[config.mk]
export PLATFORM = sky130hd
export DESIGN_NAME = conv_1d_feeder_flat
export DESIGN_NICKNAME = d
export VERILOG_FILES = /design/src/rtl/conv_1d_feeder_if.sv /design/src/rtl/conv_1d_feeder.sv /design/src/flat_wrapper.sv
export SDC_FILE = /design/constraint.sdc
export NUM_CORES = 1
export LEC_CHECK = 0
export ABC_CLOCK_PERIOD_IN_PS = 5350
export BUFFER_PORTS_ARGS = -buffer_cell sky130_fd_sc_hd__buf_4
export CAP_MARGIN = 10
export CORE_MARGIN = 1
export CORE_UTILIZATION = 45
export CTS_CLUSTER_DIAMETER = 150
export DETAILED_ROUTE_END_ITERATION = 6
export PLACE_DENSITY_LB_ADDON = 0.25
export SLEW_MARGIN = 20
export SYNTH_ARGS = -nofsm -noshare
export SYNTH_HDL_FRONTEND = slang
export SYNTH_SLANG_ARGS = --single-unit
[constraint.sdc]
create_clock -name clk_i -period 5.35 [get_ports clk_i]
set_input_delay 0 -clock clk_i [delete_from_list [all_inputs] [get_ports clk_i]]
set_output_delay 0 -clock clk_i [all_outputs]
set_load 0.01 [all_outputs]
[src/rtl/conv_1d_feeder_if.sv]
// Register-write, run-control and stream signals between conv_1d_feeder and its driver.
// The master side loads buffers and requests runs; the slave side is the feeder.
interface conv_1d_feeder_if #(
    parameter int W  = 8,
    parameter int AW = 3
);
    logic          wr_en;
    logic          wr_sel;
    logic [AW-1:0] wr_addr;
    logic [W-1:0]  wr_data;
    logic          start;
    logic          conv_done;
    logic [W-1:0]  a;
    logic [W-1:0]  b;
    logic          conv_rst;
    logic          sample_tick;
    logic          busy;
    logic          run_done;
    logic          timeout;

    modport master (
        output wr_en, wr_sel, wr_addr, wr_data, start, conv_done,
        input  a, b, conv_rst, sample_tick, busy, run_done, timeout
    );

    modport slave (
        input  wr_en, wr_sel, wr_addr, wr_data, start, conv_done,
        output a, b, conv_rst, sample_tick, busy, run_done, timeout
    );
endinterface

[src/rtl/conv_1d_feeder.sv]
// Buffers one signal vector and one kernel, then streams them into conv_1d after a clean
// reset release, holding each index HOLD cycles, and waits for done or timeout.
//
// state   | meaning
// S_IDLE  | core held in reset, buffers writable, waiting for start
// S_PRIME | one cycle with core out of reset and zero inputs
// S_FEED  | presenting sig[i]/ker[i] (zero padded) for HOLD cycles each
// S_WAIT  | zero inputs, waiting for conv_done or WAIT_MAX cycles
module conv_1d_feeder #(
    parameter int N        = 5,
    parameter int M        = 3,
    parameter int W        = 8,
    parameter int HOLD     = 2,
    parameter int WAIT_MAX = 64
) (
    input  logic              clk_i,
    input  logic              rst_i,
    conv_1d_feeder_if.slave   bus_io
);
    localparam int L  = (N > M) ? N : M;
    localparam int AW = (L > 1) ? $clog2(L) : 1;
    localparam int HW = (HOLD > 1) ? $clog2(HOLD) : 1;
    localparam int CW = ($clog2(WAIT_MAX + 1) > 0) ? $clog2(WAIT_MAX + 1) : 1;

    typedef enum logic [1:0] {S_IDLE, S_PRIME, S_FEED, S_WAIT} state_t;

    state_t        state_q;
    logic [AW-1:0] i_q;
    logic [HW-1:0] h_q;
    logic [CW-1:0] wcnt_q;
    logic [W-1:0]  sig_q [N];
    logic [W-1:0]  ker_q [M];
    logic [W-1:0]  a_q, b_q;
    logic          conv_rst_q, tick_q, busy_q, run_done_q, timeout_q;

    logic [AW-1:0] i_nxt_d;
    logic [W-1:0]  a_nxt_d, b_nxt_d;

    // Sample for the index about to be presented: 0 when priming, i+1 while feeding.
    always_comb begin
        i_nxt_d = (state_q == S_FEED) ? i_q + 1'b1 : '0;
        a_nxt_d = '0;
        b_nxt_d = '0;
        if (int'(i_nxt_d) < N) a_nxt_d = sig_q[i_nxt_d];
        if (int'(i_nxt_d) < M) b_nxt_d = ker_q[i_nxt_d];
    end

    always_ff @(posedge clk_i or posedge rst_i) begin
        if (rst_i) begin
            state_q    <= S_IDLE;
            i_q        <= '0;
            h_q        <= '0;
            wcnt_q     <= '0;
            for (int k = 0; k < N; k++) sig_q[k] <= '0;
            for (int k = 0; k < M; k++) ker_q[k] <= '0;
            a_q        <= '0;
            b_q        <= '0;
            conv_rst_q <= 1'b1;
            tick_q     <= 1'b0;
            busy_q     <= 1'b0;
            run_done_q <= 1'b0;
            timeout_q  <= 1'b0;
        end else begin
            tick_q     <= 1'b0;
            run_done_q <= 1'b0;
            timeout_q  <= 1'b0;
            case (state_q)
                S_IDLE: begin
                    if (bus_io.wr_en) begin
                        if (!bus_io.wr_sel && int'(bus_io.wr_addr) < N)
                            sig_q[bus_io.wr_addr] <= bus_io.wr_data;
                        if (bus_io.wr_sel && int'(bus_io.wr_addr) < M)
                            ker_q[bus_io.wr_addr] <= bus_io.wr_data;
                    end
                    if (bus_io.start) begin
                        state_q    <= S_PRIME;
                        conv_rst_q <= 1'b0;
                        busy_q     <= 1'b1;
                    end
                end
                S_PRIME: begin
                    state_q <= S_FEED;
                    i_q     <= '0;
                    h_q     <= '0;
                    a_q     <= a_nxt_d;
                    b_q     <= b_nxt_d;
                    tick_q  <= 1'b1;
                end
                S_FEED: begin
                    if (h_q == HW'(HOLD - 1)) begin
                        if (int'(i_q) == L - 1) begin
                            state_q <= S_WAIT;
                            wcnt_q  <= '0;
                            a_q     <= '0;
                            b_q     <= '0;
                        end else begin
                            i_q    <= i_nxt_d;
                            h_q    <= '0;
                            a_q    <= a_nxt_d;
                            b_q    <= b_nxt_d;
                            tick_q <= 1'b1;
                        end
                    end else begin
                        h_q <= h_q + 1'b1;
                    end
                end
                S_WAIT: begin
                    // conv_done is checked first so it wins over an expiring counter.
                    if (bus_io.conv_done) begin
                        state_q    <= S_IDLE;
                        run_done_q <= 1'b1;
                        busy_q     <= 1'b0;
                        conv_rst_q <= 1'b1;
                    end else if (wcnt_q == CW'(WAIT_MAX - 1)) begin
                        state_q    <= S_IDLE;
                        timeout_q  <= 1'b1;
                        busy_q     <= 1'b0;
                        conv_rst_q <= 1'b1;
                    end else begin
                        wcnt_q <= wcnt_q + 1'b1;
                    end
                end
                default: state_q <= S_IDLE;
            endcase
        end
    end

    assign bus_io.a           = a_q;
    assign bus_io.b           = b_q;
    assign bus_io.conv_rst    = conv_rst_q;
    assign bus_io.sample_tick = tick_q;
    assign bus_io.busy        = busy_q;
    assign bus_io.run_done    = run_done_q;
    assign bus_io.timeout     = timeout_q;
endmodule
[src/flat_wrapper.sv]
// flat-port wrapper written by rule: the top's interface ports become plain ports
module conv_1d_feeder_flat 
#(
    parameter int N        = 5,
    parameter int M        = 3,
    parameter int W        = 8,
    parameter int HOLD     = 2,
    parameter int WAIT_MAX = 64
)
  (clk_i, rst_i, bus_io_wr_en, bus_io_wr_sel, bus_io_wr_addr, bus_io_wr_data, bus_io_start, bus_io_conv_done, bus_io_a, bus_io_b, bus_io_conv_rst, bus_io_sample_tick, bus_io_busy, bus_io_run_done, bus_io_timeout);
  conv_1d_feeder_if #(.W(W)) bus_io_i ();
  input  logic clk_i;
  input  logic rst_i;
  input wire logic [$bits(bus_io_i.wr_en)-1:0] bus_io_wr_en;
  input wire logic [$bits(bus_io_i.wr_sel)-1:0] bus_io_wr_sel;
  input wire logic [$bits(bus_io_i.wr_addr)-1:0] bus_io_wr_addr;
  input wire logic [$bits(bus_io_i.wr_data)-1:0] bus_io_wr_data;
  input wire logic [$bits(bus_io_i.start)-1:0] bus_io_start;
  input wire logic [$bits(bus_io_i.conv_done)-1:0] bus_io_conv_done;
  output wire logic [$bits(bus_io_i.a)-1:0] bus_io_a;
  output wire logic [$bits(bus_io_i.b)-1:0] bus_io_b;
  output wire logic [$bits(bus_io_i.conv_rst)-1:0] bus_io_conv_rst;
  output wire logic [$bits(bus_io_i.sample_tick)-1:0] bus_io_sample_tick;
  output wire logic [$bits(bus_io_i.busy)-1:0] bus_io_busy;
  output wire logic [$bits(bus_io_i.run_done)-1:0] bus_io_run_done;
  output wire logic [$bits(bus_io_i.timeout)-1:0] bus_io_timeout;
  assign bus_io_i.wr_en = bus_io_wr_en;
  assign bus_io_i.wr_sel = bus_io_wr_sel;
  assign bus_io_i.wr_addr = bus_io_wr_addr;
  assign bus_io_i.wr_data = bus_io_wr_data;
  assign bus_io_i.start = bus_io_start;
  assign bus_io_i.conv_done = bus_io_conv_done;
  assign bus_io_a = bus_io_i.a;
  assign bus_io_b = bus_io_i.b;
  assign bus_io_conv_rst = bus_io_i.conv_rst;
  assign bus_io_sample_tick = bus_io_i.sample_tick;
  assign bus_io_busy = bus_io_i.busy;
  assign bus_io_run_done = bus_io_i.run_done;
  assign bus_io_timeout = bus_io_i.timeout;
  conv_1d_feeder #(.N(N), .M(M), .W(W), .HOLD(HOLD), .WAIT_MAX(WAIT_MAX)) u_core (.clk_i(clk_i), .rst_i(rst_i), .bus_io(bus_io_i));
endmodule
[Word-level counts from Yosys, hierarchy flattened]
Cells that the tools add are included.
Storage, ports and cells
  output and inout port bits: 21
  bits in registers: 98
Cells by class
  reduce and logical (&&, ||, !) cells: 16
  add/subtract/negate cells: 3
  equal/unequal tests: 12
  bitwise operators: 2
  mux-type cells: 54
  magnitude comparators: 9
Operators with widths (number)
  8-bit two-way mux: 12
  40-bit bitwise mux: 1
  8-bit one-hot mux with 2 select lines: 2
  7-bit two-way mux: 4
  8-bit binary-select mux with 3-bit select: 1
  24-bit bitwise mux: 1
  8-bit demux with 3-bit select: 1
  8-bit binary-select mux with 2-bit select: 1
  8-bit demux with 2-bit select: 1
  1-bit two-way mux: 15
  7-bit one-hot mux with 2 select lines: 1
  3-bit AND reduction: 4
  2-bit two-way mux: 5
  2-bit != test (second input constant): 5
  3-bit two-way mux: 3
  4-bit by 3-bit >= comparator with 1-bit output (second input constant): 2
  4-bit >= comparator (second input constant): 2
  3-bit NOT with 4-bit output: 2
  1-bit one-hot mux with 2 select lines: 4
  2-bit one-hot mux with 4 select lines: 1
  7-bit by 1-bit adder with 7-bit output (second input constant): 1
  7-bit by 6-bit == test with 1-bit output (second input constant): 1
  3-bit by 2-bit < comparator with 1-bit output (second input constant): 2
  3-bit < comparator (second input constant): 2
  16 further kinds: 22

[Logic depth before layout (Yosys ltp)]
Gate-level depths: netlist of run 1.
  word-level depth: 10
  gate-level depth with buffers: 9
  mapped depth without buffers: 6

[Worst setup path before layout of run 1]
OpenSTA, ideal clock, no wires.
  kind: register to register
  from: register u_core.i_q[0]
  to: register u_core.b_q[0], in the netlist u_core.bus_io.b[0]
  data required time: 5.209 ns
  path buffers: 3
  path slack: 3.368 ns
  cell stages (with the launch flop): 9
  arrival time: 1.841 ns
  period minus slack after synthesis: 1.982 ns
  cell sequence: dfrtp_1 -> clkbuf_1 -> inv_1 -> ha_1 -> clkbuf_1 -> clkbuf_1 -> o21ai_0 -> a222oi_1 -> o21ai_0
On the way
  word-level cells in the longest chain between the ends: 10
  elaborated cells between the ends (all ways): 12
  classes of those cells: 1 x add/sub; 1 x order compare; 1 x eq/ne; 8 x mux; 1 x bitwise
Ends and longest elaborated chain
  start: declaration: RTL line conv_1d_feeder.sv:28  | logic [AW-1:0] i_q;
  start signal: assignment: RTL line conv_1d_feeder.sv:97  | i_q <= i_nxt_d;
  3-bit by 1-bit adder with 3-bit output: RTL line conv_1d_feeder.sv:41  | i_nxt_d = (state_q == S_FEED) ? i_q + 1'b1 : '0;
  3-bit two-way mux: RTL line conv_1d_feeder.sv:41
  3-bit NOT with 4-bit output (not written as such): RTL line conv_1d_feeder.sv:45  | if (int'(i_nxt_d) < M) b_nxt_d = ker_q[i_nxt_d];
  8-bit binary-select mux with 2-bit select: RTL line conv_1d_feeder.sv:45
  8-bit two-way mux (not written as such) (2 in a row): RTL line conv_1d_feeder.sv:45
  8-bit two-way mux: RTL line conv_1d_feeder.sv:45
  8-bit two-way mux: RTL line conv_1d_feeder.sv:91  | if (int'(i_q) == L - 1) begin
  8-bit two-way mux: RTL line conv_1d_feeder.sv:90  | if (h_q == HW'(HOLD - 1)) begin
  8-bit one-hot mux with 2 select lines (*): RTL line conv_1d_feeder.sv:67  | case (state_q)
  end signal: assignment: RTL line conv_1d_feeder.sv:86  | b_q <= b_nxt_d;
  end signal: assignment: RTL line conv_1d_feeder.sv:100  | b_q <= b_nxt_d;
  end: declaration: RTL line conv_1d_feeder.sv:33  | logic [W-1:0] a_q, b_q;
Mark *: on every way between the ends. The rest lies on a longest branch, timed or not. The select of a mux whose other input is x is not followed.
A chain may end at the register's enable or synchronous reset.

[Worst setup path after layout of run 1]
  from: register u_core.i_q[0]
  to: register u_core.a_q[1], in the netlist u_core.bus_io.a[1]
On the way
  word-level cells in the longest chain between the ends: 10
  elaborated cells between the ends (all ways): 12
  classes of those cells: 1 x add/sub; 1 x order compare; 1 x eq/ne; 8 x mux; 1 x bitwise
Ends and longest elaborated chain
  3-bit by 1-bit adder with 3-bit output: RTL line conv_1d_feeder.sv:41
  3-bit two-way mux: RTL line conv_1d_feeder.sv:41
  3-bit NOT with 4-bit output (not written as such): RTL line conv_1d_feeder.sv:44  | if (int'(i_nxt_d) < N) a_nxt_d = sig_q[i_nxt_d];
  8-bit binary-select mux with 3-bit select: RTL line conv_1d_feeder.sv:44
  8-bit two-way mux (not written as such) (2 in a row): RTL line conv_1d_feeder.sv:44
  8-bit two-way mux: RTL line conv_1d_feeder.sv:44
  8-bit two-way mux: RTL line conv_1d_feeder.sv:91
  8-bit two-way mux: RTL line conv_1d_feeder.sv:90
  8-bit one-hot mux with 2 select lines (*): RTL line conv_1d_feeder.sv:67
  end signal: assignment: RTL line conv_1d_feeder.sv:85  | a_q <= a_nxt_d;
  end signal: assignment: RTL line conv_1d_feeder.sv:99  | a_q <= a_nxt_d;
  end: declaration: RTL line conv_1d_feeder.sv:33
Marked as above.

==> results.py, run 1 <==
metrics = {
    "drt": {
        "drtIter0Drc": 96,
        "drtAntennaViolNets": 0,
        "drc": 0,
        "vias_per_cell": 5.558,
        "num_vias": 3229,
        "routedWlPerCell_um": 17.00,
        "finalWirelength_um": 9879,
        "first_pass_iters": 5,
    },
    "yosys": {
        "syn_area_per_cell_um2": 11.60,
        "ys_seq_elements": 98,
        "synth_area_um2": 4652,
        "synth.area.top_cells": "dfrtp_1 (52%), mux2_2 (13%), o21ai_0 (3.7%)",
        "synth_edf_count": 0,
        "ys_types": 49,
        "synthCells": 401,
        "synth_seq_area_share_pct": 52.74,
        "yosysTopAreaCellShare_pct": 52.18,
        "synth_ff_type": "dfrtp_1",
        "synthesis.nets": 426,
        "synth_top_area_cell": "dfrtp_1",
        "yosysWarnings": 0,
        "ys_async_sr_fraction_pct": 100.0,
    },
    "floorplanning": {
        "ioPinCount": 38,
        "fp.dieH_um": 103.7,
        "rows": 36,
        "die_w_um": 103.7,
        "core_area_um2": 9910,
        "initial_utilization_pct": 46.94,
        "die_area_um2": 10750,
    },
    "placed_design": {
        "dp_cells": 554,
        "hpwl_um": 6909,
        "place.gp.congestion": 0.7537,
        "post_dp_cell_area_um2": 5039,
        "io_buffers": 37,
    },
    "grt": {
        "grt_pass1_wl_um": 16660,
        "grt_use_total_pct": 19.62,
        "gr-total-overflow": 0,
        "grt_max_degree": 82,
        "grt_pass1_vias": 3306,
        "antenna_found_initial": 0,
    },
    "timing": {
        "report.final.slew_viol_count": 0,
        "finalSetupViolCount": 0,
        "hold_viol_final": 0,
        "fin_skew_ns": 0.01049,
        "fin_crit_ns": 2.435,
        "fmax_mhz": 410.7,
        "tns_ns": 0,
        "rsz0062_at_grt": "false",
        "min_period_over_period_pct": 45.51,
        "slew_headroom_pct": 29.90,
        "worstMarginPinSlew_ns": 1.043,
    },
    "cts": {
        "numClockSinks": 98,
        "cts-buffers-inserted": 9,
        "clk_path_buf_depth": 2,
        "cts-root-buf": "clkbuf_8",
        "cts.reportedPaths.clkPinSlew_ns": 0.09,
        "cts_tree": "yes",
        "htree_levels": 3,
        "clock_latency_ns": 0.37,
    },
    "setup_path": {
        "cpPeakStageDelay_ns": 0.70,
        "crit_buf_inv": 2,
        "crit_arrival_ns": 2.65,
        "start_kind": "register",
        "path_cells": "inv_1, ha_1, buf_4, mux2i_1, o22ai_1, a21oi_1, o21ai_0",
        "cp_top_family": "flip-flops",
        "cp.required_ns": 5.57,
        "cp_max_fo": 25,
        "critPathCaptureType": "register",
        "path_class": "reg -> reg",
        "slowest_stage": "dfrtp_1",
    },
    "finish": {
        "final_cell_mix": "dfrtp_1 (97), mux2_2 (55), buf_4 (41), o21ai_0 (34), nand2_1 (31)",
        "drive_gt1_share_pct": 28.79,
        "finalNonFillerCells": 581,
        "syn_to_final_growth_pct": 16.25,
        "final_common_cell": "dfrtp_1",
        "nets": 469,
        "stdcell_area_um2": 5408,
        "antenna_cells": 0,
        "postLayoutCoreUtil_pct": 54.57,
    },
    "min_path": {
        "hp-class": "in -> reg",
    },
    "power": {
        "powerDensity_nw_per_um2": 505.4,
        "design_power_total_mw": 2.733,
        "p_leak_nw": 2.516,
        "ir_drop_uv": 258.2,
    },
    "run_status": {
        "outcome": "completed",
    },
    "run": {
        "max_cap_violations": 0,
    },
}
==> synth_stat cells (5+ instances only) <==
| library cell | instances |
|---|---|
| dfrtp_1 | 97 |
| mux2_2 | 55 |
| o21ai_0 | 34 |
| nand2_1 | 31 |
| inv_1 | 22 |
| nand3_1 | 18 |
| a21oi_1 | 14 |
| a22oi_1 | 12 |
| clkbuf_1 | 12 |
| mux2i_1 | 11 |
| ha_1 | 8 |
| mux2_4 | 8 |
| o22ai_1 | 8 |
| buf_2 | 7 |
| nor2_1 | 6 |
| a22o_1 | 5 |
| nand2b_1 | 5 |
==> cells by family (layout without fill, tap and decap cells) <==
logic type / after synthesis / after routing / share of synthesized area (%)
xor gates and xnor gates: 1 / 1 / 0.1883
and+or+nand+nor: 84 / 84 / 9.979
DFF: 98 / 98 / 52.74
muxes: 74 / 74 / 18.26
AOI/OAI and AO/OA: 93 / 93 / 12.83
adders and majority gates: 8 / 8 / 2.152
buffers and inverters: 43 / 90 / 3.846
==> worst min-delay path, delay by kind of cell <==
family / cells / cell delay, ns
compound gates: 1 / 0.06
simple gates: 2 / 0.19
buf+inv: 1 / 0.11
==> what timing repair did <==
item	in CTS	in global routing
hold buffers	11	0
setup buffers	0	0
hold endpoints to repair	86	0
endpoints found under the setup margin	0	0
gates resized for setup	0	0
==> report_power, final <==
group | switching (mW) | total [mW] | internal, mW
Combinational | 0.544 | 1.00 | 0.458
Sequential | 0.164 | 1.16 | 0.998
Clock | 0.259 | 0.569 | 0.310
Total | 0.966 | 2.73 | 1.77
==> state kept, by name, indices dropped and copies added, names as in the netlist <==
signal                     cells
u_core.bus_io.a                8
u_core.bus_io.b                8
u_core.bus_io.busy             1
u_core.bus_io.conv_rst         1
u_core.bus_io.run_done         1
u_core.bus_io.sample_tick      1
u_core.bus_io.timeout          1
u_core.h_q                     1
u_core.i_q                     3
u_core.ker_q                  24
u_core.sig_q                  40
u_core.state_q                 2
u_core.wcnt_q                  7
==> per-stage QoR <==
stage | hold WS, ns | worst slack [ns]
2_1_floorplan | 0.1168 | 2.790
3_3_place_gp | -0.04350 | 3.030
3_5_place_dp | -0.04167 | 2.942
4_1_cts | 0.03442 | 2.925
5_1_grt | 0.08516 | 2.652
6_report | 0.03834 | 2.915
==> path summary, 6_finish.rpt <==
check                                                         from                            endpoint  slack, ns  cells after the start
min in group asynchronous                                    rst_i        u_core.sig_q[39]$_DFFE_PP0P_       0.12                      3
worst max-delay path                     u_core.i_q[0]$_DFFE_PP0P_      u_core.bus_io.a[1]$_DFFE_PP0P_       2.92                      7
worst min-delay path                             bus_io_wr_addr[1]        u_core.ker_q[23]$_DFFE_PP0P_       0.04                      4
worst min register to register  u_core.bus_io.conv_rst$_DFFE_PP1P_  u_core.bus_io.conv_rst$_DFFE_PP1P_       0.49                      2
worst max register to register           u_core.i_q[0]$_DFFE_PP0P_      u_core.bus_io.a[1]$_DFFE_PP0P_       2.92                      7
max in group asynchronous                                    rst_i        u_core.ker_q[20]$_DFFE_PP0P_       4.24                      5
==> metal layers <==
layer  track usage (%)  share of wire [%]  vias to the layer above
li1                  -                  -                     1534
met1             25.68                 46                     1631
met2             32.36                 49                       50
met3             3.713                3.1                       14
met4             7.551                2.2                        0
met5                 0                  0                        -
==> final cells by class <==
class / count / area (µm²)
inverter: 22 / 85.08
timing repair buffer: 53 / 437.9
sequential: 98 / 2454
multi-input combinational: 260 / 2026
fill: 882 / 4502
tap: 133 / 166.4
clock inverter: 6 / 115.1
clock buffer: 9 / 123.9
Power figures use the tool's default switching activity.
==> run 2: changes to the inputs <==
--- a/config.mk
+++ b/config.mk
@@ -5,7 +5,8 @@
 export SDC_FILE = /design/constraint.sdc
 export NUM_CORES = 1
 export LEC_CHECK = 0
-export ABC_CLOCK_PERIOD_IN_PS = 5350
+export ABC_AREA = 1
+export ABC_CLOCK_PERIOD_IN_PS = 2400
 export BUFFER_PORTS_ARGS = -buffer_cell sky130_fd_sc_hd__buf_4
 export CAP_MARGIN = 10
 export CORE_MARGIN = 1
==> constraint.sdc (replaced) <==
create_clock -name clk_i -period 2.4 [get_ports clk_i]
set_input_delay 0 -clock clk_i [delete_from_list [all_inputs] [get_ports clk_i]]
set_output_delay 0 -clock clk_i [all_outputs]
set_load 0.01 [all_outputs]
==> run 2 against run 1 <==
Effect of this change: clock power up 90%; wire length is 5.3% higher; power grew 120%; area after synthesis decreased by 2.8%; combinational power rose by 130%; critical path type unchanged; first-iteration DRC count grew to 3.2 times the previous value; sequential power grew 140%; final cell count up 26%; synthesized cell count increased by 40%; fmax is 16% higher; die area shrank 2.8%; worst hold slack lost 0.0097 ns.
==> results.py, run 2 <==
metrics = {
    "timing": {
        "min_period_over_period_pct": 87.26,
        "fmax_mhz": 477.5,
        "hold_viol_final": 0,
        "rsz0062_at_grt": "false",
        "tns_ns": 0,
        "finalSetupViolCount": 0,
        "slew_headroom_pct": 59.38,
        "fin_crit_ns": 2.094,
        "timing.final.ws_setup_ns": 0.3058,
        "fin_skew_ns": 0.004652,
        "worstMarginPinSlew_ns": 0.6076,
        "hold-worst-slack_ns": 0.02863,
        "report.final.slew_viol_count": 0,
    },
    "drt": {
        "drc": 0,
        "finalWirelength_um": 10400,
        "num_vias": 3732,
        "first_pass_iters": 5,
        "vias_per_cell": 5.105,
        "drtAntennaViolNets": 0,
        "drtIter0Drc": 311,
        "routedWlPerCell_um": 14.22,
    },
    "setup_path": {
        "cp_max_fo": 13,
        "cpMostUsedCell": "nand2_1",
        "critPathCaptureType": "register",
        "r2r-end": "u_core.bus_io.a[0]$_DFFE_PP0P_",
        "path_class": "reg -> reg",
        "cp.required_ns": 2.67,
        "path_cells": "inv_1, ha_1, nand2_1, inv_1, nand3_1, nand2_1, nand2_1, nand3_1, nand2_1",
        "cpPeakStageDelay_ns": 0.43,
        "crit_arrival_ns": 2.36,
        "slowest_stage": "ha_1",
        "cp_top_family": "simple AND/OR/NAND/NOR gates",
        "rr_worst_depth": 9,
        "reg2reg_slack_ns": 0.31,
        "crit_buf_inv": 2,
        "start_kind": "register",
        "reg2reg_from": "u_core.state_q[0]$_DFFE_PP0P_",
    },
    "run_status": {
        "outcome": "completed",
    },
    "power": {
        "design_power_total_mw": 6.141,
        "p_leak_nw": 2.626,
        "powerDensity_nw_per_um2": 1201,
        "ir_drop_uv": 359.7,
    },
    "min_path": {
        "whs_path_depth": 3,
        "holdPathEnd": "u_core.sig_q[23]$_DFFE_PP0P_",
        "hp-start": "bus_io_wr_data[7]",
        "hp-class": "in -> reg",
    },
    "finish": {
        "antenna_cells": 0,
        "postLayoutCoreUtil_pct": 52.33,
        "fillers": 930,
        "largest_reg_flops": 40,
        "final_common_cell": "nand2_1",
        "final_cell_mix": "nand2_1 (220), dfrtp_1 (97), o21ai_0 (83), buf_4 (39), inv_1 (38)",
        "nets": 619,
        "finalNonFillerCells": 731,
        "top_register": "u_core.sig_q",
        "largestRegisters": "u_core.sig_q (40), u_core.ker_q (24)",
        "multiInputGateArea_um2": 1815,
        "syn_to_final_growth_pct": 13.15,
        "stdcell_area_um2": 5115,
        "ff_latch_area_um2": 2454,
        "drive_gt1_share_pct": 11.71,
    },
    "cts": {
        "cts-root-buf": "clkbuf_8",
        "numClockSinks": 98,
        "cts.reportedPaths.clkPinSlew_ns": 0.09,
        "clock_latency_ns": 0.37,
        "cts_tree": "yes",
        "cts_setup_buffers": 0,
        "htree_levels": 3,
        "cts-buffers-inserted": 9,
        "clk_path_buf_depth": 2,
    },
    "grt": {
        "antenna_found_initial": 0,
        "gr-total-overflow": 0,
        "grt_max_degree": 99,
        "grt_pass1_wl_um": 17020,
        "grt_pass1_vias": 3352,
        "grt_use_total_pct": 21.79,
    },
    "floorplanning": {
        "core_area_um2": 9774,
        "fp.dieH_um": 102.2,
        "die_w_um": 102.2,
        "die_area_um2": 10450,
        "initial_utilization_pct": 46.25,
        "rows": 36,
        "ioPinCount": 38,
    },
    "yosys": {
        "synth_top_area_cell": "dfrtp_1",
        "synthCells": 561,
        "ys_async_sr_fraction_pct": 100.0,
        "yosysWarnings": 0,
        "synth_area_um2": 4521,
        "synthesis.nets": 586,
        "synthTopCellsByCount": "nand2_1 (220), dfrtp_1 (97), o21ai_0 (83), inv_1 (39), nand3_1 (27)",
        "synth.area.top_cells": "dfrtp_1 (54%), nand2_1 (18%), o21ai_0 (9.2%)",
        "synth_edf_count": 0,
        "synth_ff_type": "dfrtp_1",
        "yosysTopAreaCellShare_pct": 53.69,
        "ys_types": 25,
        "yosysMostFrequentCell": "nand2_1",
        "synth_seq_area_share_pct": 54.28,
        "syn_area_per_cell_um2": 8.058,
        "ys_seq_elements": 98,
    },
    "placed_design": {
        "post_dp_cell_area_um2": 4902,
        "io_buffers": 37,
        "dp_cells": 714,
        "pre_cts_ws_ns": 0.3449,
        "hpwl_um": 7105,
        "place.gp.congestion": 0.8511,
    },
    "run": {
        "max_cap_violations": 0,
    },
}
==> run 2: cell types whose count changed after synthesis, moves of 11 or more <==
| cell | previous run | this run |
|---|---|---|
| mux2_2 | 55 | 0 |
| o21ai_0 | 34 | 83 |
| a22oi_1 | 12 | 0 |
| nand2_1 | 31 | 220 |
| inv_1 | 22 | 39 |
| nor2_1 | 6 | 26 |
| mux2i_1 | 11 | 0 |
==> run 2: cell families after synthesis <==
kind of cell | count (synthesis) | synth area share, %
buffers and inverters | 60 | 5.563
adder cells (fa/ha/maj) | 8 | 2.214
AO/OA/AOI/OAI | 103 | 11.57
flip-flops | 98 | 54.28
AND/OR/NAND/NOR | 292 | 26.38
==> run 2: worst max path at each step <==
stage	start	cells after the start	to
after floorplan	u_core.i_q[0]$_DFFE_PP0P_	11	u_core.bus_io.a[0]$_DFFE_PP0P_
after global placement	u_core.state_q[0]$_DFFE_PP0P_	10	u_core.bus_io.a[6]$_DFFE_PP0P_
after detailed placement	u_core.state_q[0]$_DFFE_PP0P_	9	u_core.bus_io.a[0]$_DFFE_PP0P_
after CTS	u_core.state_q[0]$_DFFE_PP0P_	9	u_core.bus_io.a[0]$_DFFE_PP0P_
after global routing	u_core.state_q[0]$_DFFE_PP0P_	9	u_core.bus_io.a[0]$_DFFE_PP0P_
final	u_core.state_q[0]$_DFFE_PP0P_	9	u_core.bus_io.a[0]$_DFFE_PP0P_
==> run 2: layout make-up <==
cell class | count | area share (%)
clock buffer | 11 | 2.764
clock inverter | 4 | 1.003
inverter | 40 | 3.009
multi-input combinational | 403 | 35.49
sequential | 98 | 47.97
tap | 133 | 3.253
timing repair buffer | 42 | 6.507
==> run 2: worst min-delay path, delay by kind of cell <==
| family | cells | cell delay [ns] |
|---|---|---|
| AOI/OAI and AO/OA | 1 | 0.18 |
| buffers and inverters | 2 | 0.19 |
==> run 2: layer usage <==
metal  vias up  wire length (µm)  track usage (%)  part of all wire, %
li1       1855                 -                -                    -
met1      1745              5255            33.05                   51
met2       119              4319            29.84                   42
met3        13               649            5.746                  6.2
met4         0               173            7.582                  1.7
met5         -                 0                0                    0
==> run 2: where the power goes <==
| group | switching (mW) | internal [mW] | total (mW) |
|---|---|---|---|
| combinational | 1.47 | 0.861 | 2.33 |
| sequential | 0.405 | 2.32 | 2.73 |
| clock | 0.570 | 0.507 | 1.08 |
==> run 2: repair_timing <==
action / 4_1_cts / 5_1_grt
hold buffers: 2 / 0
hold endpoints to repair: 99 / 0
gates resized for setup: 0 / 0
